==> config.mk <==
export PLATFORM = sky130hd
export DESIGN_NAME = gray_stamp_capture
export DESIGN_NICKNAME = d
export VERILOG_FILES = /design/src/rtl/gray_stamp_capture.sv
export SDC_FILE = /design/constraint.sdc
export NUM_CORES = 1
export LEC_CHECK = 0
export ABC_AREA = 1
export CORE_MARGIN = 4
export CORE_UTILIZATION = 40
export CTS_CLUSTER_SIZE = 10
export DETAILED_ROUTE_END_ITERATION = 6
export GPL_TIMING_DRIVEN = 1
export RECOVER_POWER = 100
export SYNTH_ARGS = -nofsm -noshare
export SYNTH_HDL_FRONTEND = slang
export SYNTH_SLANG_ARGS = --single-unit
==> constraint.sdc <==
create_clock -name clk -period 3.5 [get_ports clk]
set_input_delay 0.875 -clock clk [delete_from_list [all_inputs] [get_ports clk]]
set_output_delay 0.875 -clock clk [all_outputs]
set_load 0.03 [all_outputs]
==> src/rtl/gray_stamp_capture.sv <==
// gray_stamp_capture: timestamps event pulses against a live 16-bit gray counter.
//
// Each event_in cycle captures gray_in (S1), converts it to binary (S2) and pushes it
// into a small first-word fall-through FIFO (S3) drained over out_valid/out_ready.
// Events that reach S3 with no FIFO room are dropped. A drop sets the sticky overflow
// flag and increments the saturating drop_count. clear_ovf clears both.
//
// Optional feature (macro GRAY_STAMP_DELTA_EN): when defined, the FIFO stores the
// difference from the last accepted timestamp instead of the absolute value.
//
// Ports:
//   clk        system clock, all state on posedge
//   reset      asynchronous active-low reset
//   gray_in    live gray counter value (same clock domain)
//   event_in   spike strobe, one event per high cycle
//   out_ready  consumer ready
//   clear_ovf  pulse: clears overflow and drop_count
//   out_valid  FIFO head valid
//   out_time   binary timestamp at FIFO head (holds while out_valid=0)
//   fifo_count occupied entries, 0..DEPTH
//   overflow   sticky drop flag
//   drop_count dropped events, saturating at 255
module gray_stamp_capture #(
  parameter int unsigned WIDTH  = 16,
  parameter int unsigned DEPTH  = 4,
  parameter int unsigned ADDR_W = 2
) (
  input  logic              clk,
  input  logic              reset,
  input  logic [WIDTH-1:0]  gray_in,
  input  logic              event_in,
  input  logic              out_ready,
  input  logic              clear_ovf,
  output logic              out_valid,
  output logic [WIDTH-1:0]  out_time,
  output logic [ADDR_W:0]   fifo_count,
  output logic              overflow,
  output logic [7:0]        drop_count
);

  localparam logic [ADDR_W:0] FullCount = (ADDR_W + 1)'(DEPTH);

  logic             s1_valid_q;
  logic [WIDTH-1:0] s1_gray_q;
  logic             s2_valid_q;
  logic [WIDTH-1:0] s2_bin_q;
  logic [WIDTH-1:0] s1_bin;

  logic [WIDTH-1:0] mem_q [DEPTH];
  logic [ADDR_W-1:0] wr_ptr_q, rd_ptr_q;
  logic [ADDR_W:0]  count_q;
  logic [WIDTH-1:0] hold_q;
  logic             overflow_q;
  logic [7:0]       drop_count_q;

  logic             pop;
  logic             push;
  logic             drop;
  logic [WIDTH-1:0] push_data;

  // Gray to binary: each binary bit is the XOR of all gray bits at or above it.
  always_comb begin
    s1_bin = '0;
    s1_bin[WIDTH-1] = s1_gray_q[WIDTH-1];
    for (int i = WIDTH - 2; i >= 0; i--) begin
      s1_bin[i] = s1_bin[i+1] ^ s1_gray_q[i];
    end
  end

  assign out_valid  = (count_q != '0);
  assign pop        = out_valid & out_ready;
  // A full FIFO still accepts when the head leaves in the same cycle.
  assign push       = s2_valid_q & ((count_q < FullCount) | pop);
  assign drop       = s2_valid_q & ~push;
  assign out_time   = out_valid ? mem_q[rd_ptr_q] : hold_q;
  assign fifo_count = count_q;
  assign overflow   = overflow_q;
  assign drop_count = drop_count_q;

`ifdef GRAY_STAMP_DELTA_EN
  logic [WIDTH-1:0] last_b_q;

  // last_b starts at zero, so the first accepted event stores its absolute value.
  assign push_data = s2_bin_q - last_b_q;

  always_ff @(posedge clk or negedge reset) begin
    if (!reset) begin
      last_b_q <= '0;
    end else if (push) begin
      last_b_q <= s2_bin_q;
    end
  end
`else
  assign push_data = s2_bin_q;
`endif

  always_ff @(posedge clk or negedge reset) begin
    if (!reset) begin
      s1_valid_q <= 1'b0;
      s1_gray_q  <= '0;
      s2_valid_q <= 1'b0;
      s2_bin_q   <= '0;
    end else begin
      s1_valid_q <= event_in;
      if (event_in) begin
        s1_gray_q <= gray_in;
      end
      s2_valid_q <= s1_valid_q;
      if (s1_valid_q) begin
        s2_bin_q <= s1_bin;
      end
    end
  end

  always_ff @(posedge clk or negedge reset) begin
    if (!reset) begin
      for (int i = 0; i < DEPTH; i++) begin
        mem_q[i] <= '0;
      end
      wr_ptr_q <= '0;
      rd_ptr_q <= '0;
      count_q  <= '0;
      hold_q   <= '0;
    end else begin
      if (push) begin
        mem_q[wr_ptr_q] <= push_data;
        wr_ptr_q        <= wr_ptr_q + 1'b1;
      end
      if (pop) begin
        rd_ptr_q <= rd_ptr_q + 1'b1;
      end
      if (push && !pop) begin
        count_q <= count_q + 1'b1;
      end else if (pop && !push) begin
        count_q <= count_q - 1'b1;
      end
      // Remember the head so out_time stays put once the FIFO empties.
      if (out_valid) begin
        hold_q <= mem_q[rd_ptr_q];
      end
    end
  end

  always_ff @(posedge clk or negedge reset) begin
    if (!reset) begin
      overflow_q   <= 1'b0;
      drop_count_q <= '0;
    end else if (drop) begin
      // A drop in the same cycle as clear_ovf restarts the count at one.
      overflow_q   <= 1'b1;
      drop_count_q <= clear_ovf ? 8'd1 :
                      (drop_count_q == 8'hFF) ? 8'hFF : drop_count_q + 8'd1;
    end else if (clear_ovf) begin
      overflow_q   <= 1'b0;
      drop_count_q <= '0;
    end
  end

endmodule
==> metrics.md <==
| Metric | Value |
|---|---|
| Final hold vios | 0 |
| CTS tree | built |
| Clock Skew | 5.58 ps |
| Tcrit/Tclk final | 94.9% |
| RSZ-0062 raised after global routing | no |
| Min-delay src | overflow |
| Mapped Cells | 664 |
| Cells on Worst Hold Path | 2 |
| Die Ht | between 100 and 150 µm |
| HP Class | reg2reg |
| Status | completed |
| Worst Hold End | overflow |
| Worst setup EP type | primary output |
| Sequential-to-total area share from yosys stat | 56.4% |
| Fin util | 49.4% |
| Area contributors post-synth | dfrtp_1 (56%), o21ai_0 (11%), nand2_1 (7.7%) |
| Finished Cell Area | 6910 µm² |
| Placed inst area | around 6500 µm² |
| R2R cell count | 9 |
| Yosys cell types | 25 |
| Final GP Congestion | slightly below 0.8 |
| Initial drt markers | 327 |
| Boundary Pins | 50 |
| Dpl hpwl | 8.34 mm |
| Yosys warns | 0 |
| Internal reg-to-reg setup slack | 540 ps |
| Vias post-DR | 4551 |
| Worst relative slew slack | about 6.4% |
| WHS | 475 ps |
| Post-DRT Antenna Nets | 0 |
| Worst-path fanout max | 35 |
| TritonCTS Buffers | 17 |
| Mean post-synth cell area | 8.69 µm² |
| Clk_lat worst skew | 420 ps |
| Area grow syn2layout | 19.6% |
| Max-cap violations | 0 |
| Core Region | 14000 µm² |
| Power, Total | 0.00649 W |
| Final nets | 740 |
| Drt pass-1 iters | 5 |
| Starting Density | between 40% and 50% |
| Fmax | 301 MHz |
| DR DRC count | 0 |
| Commonest non-fill, non-tap cell in the layout | o21ai_0 |
| Clock Sinks | 130 |
| Final wirelength | 12.7 mm |
| Routed vias/inst | around 5 |
| Vias in the first global route | between 4000 and 5000 |
| Port buffer count | just under 50 |
| Clk root buf | clkbuf_16 |
| Setup violators final | 0 |
| Max Slew Vio Count | 0 |
| Cell area after synthesis | 5770 µm² |
| Worst R2R End | mem_q[36] |
| Initial antenna violation count | 0 |
| Rows | 43 |
| Fill count | around 1400 |
| Layout cells sized above 1 | 7.05% |
| CP required | 2620 ps |
| Post-layout min period | 3320 ps |
| WS Path Type | reg2out |
| Hold buffer count at CTS | 0 |
| Synth Register Bits | 130 |
| Worst path arrival time | 2450 ps |
| Worst vdd rail ir drop | approximately 0.00038 V |
| Clock Tree Buf Depth | 2 |
| Biggest area consumer among synthesized cells | dfrtp_1 |
| Synth Net Count | 692 |
| Crit Reg-Reg Startpoint | fifo_count[2] |
| Top-area cell type share of the netlist area | 56.4% |
| Cell area power density | around 940 nW/µm² |
| Slew at the pin closest to its max-slew limit | 1400 ps |
| Routed len/inst | 14.1 µm |
| Most frequent cells in the layout | o21ai_0 (133), dfrtp_1 (130), nand2_1 (122) |
| Largest net degree at the start of global routing | 57 |
| H-Tree Level Count | 4 |
| Worst Setup Start Kind | register |
| Total Die Area | 16400 µm² |
| Static Leak | 3.25 nW |
| Antenna diodes | 0 |
| Final TNS setup | 0 ps |
| CTS clk-pin slew, worst paths | 50 ps |
| GRT Total Usage | about 17% |
| Die W | 128 µm |
| Global route overflow | 0 |
| Global-route wire length before repair | 21.9 mm |
synth_stat cells:
cell type / instances
a21oi_1: 4
a31oi_1: 16
buf_1: 6
buf_2: 1
clkbuf_1: 24
dfrtp_1: 130
fa_1: 1
ha_1: 6
inv_1: 53
inv_2: 3
mux2_2: 1
nand2_1: 118
nand2_2: 7
nand2_4: 3
nand3_1: 35
nand3_2: 15
nor2_1: 89
nor3_1: 4
nor4_1: 1
o21ai_0: 128
o21ai_1: 9
o22ai_1: 5
or2_2: 1
xnor2_1: 2
xor2_1: 2
through the flow:
stage	std cells	setup WS, ps
global placement	873	555
finish	903	180
floorplan	664	801
detailed placement	873	490
global route	903	3.58
CTS	903	35.3
worst max-delay path by stage:
stage	start	endpoint	slack, ps	cells past startpoint
final	fifo_count[2]	out_time[9]	180	4
after floorplan	fifo_count[0]	out_time[10]	800	4
after CTS	rd_ptr_q[0]	out_time[4]	40	7
after global routing	fifo_count[2]	out_time[12]	4	4
after global placement	rd_ptr_q[0]	out_time[8]	550	7
after detailed placement	rd_ptr_q[0]	out_time[4]	490	7
cells by family after synthesis:
family	synth area share, %
adder cells (fa/ha/maj)	1.65
AND/OR/NAND/NOR	21.0
AO/OA/AOI/OAI	14.5
buffers and inverters	5.68
multiplexers	0.195
XOR/XNOR	0.607
flip-flops	56.4
final cells by class:
class / count / area (µm²) / share of cell area (%)
clock buffers: 24 / 482 / 6.98
clock inverters: 6 / 80.1 / 1.16
inverters: 56 / 213 / 3.08
multi-input cells: 447 / 2150 / 31.1
flip-flops and latches: 130 / 3250 / 47.1
well taps: 180 / 225 / 3.26
repair buffers: 60 / 507 / 7.34
power by group:
part | leakage (nW) | switching [W] | internal, W
clock network | 0.280 | 0.000603 | 0.00109
registers | 1.62 | 0.000292 | 0.00204
logic | 1.35 | 0.00164 | 0.000825
state kept, by name (all words and copies together), names as in the netlist, 2 cells and up:
signal      count
drop_count      8
fifo_count      3
hold_q         16
mem_q          64
push_data      16
rd_ptr_q        2
s1_gray_q      16
wr_ptr_q        2
per-layer routing:
layer	global-route usage [%]	up-vias	share of wire [%]
met5	0	-	0
met2	25.9	117	45
met4	4.31	0	0.93
met1	23.2	2150	49
li1	-	2276	-
met3	5.67	8	5.3
worst max-delay path, stage by stage, from the launching register on:
cell	delay, ps
dfrtp_1	420
nor3_1	350
inv_4	220
a31oi_1	300
clkdlybuf4s50_1	730
repair_timing:
action	4_1_cts	5_1_grt
setup buffers	0	0
endpoints found under the setup margin	0	12
resized for setup	0	12
Note: power is estimated with default switching activity, not from simulation.
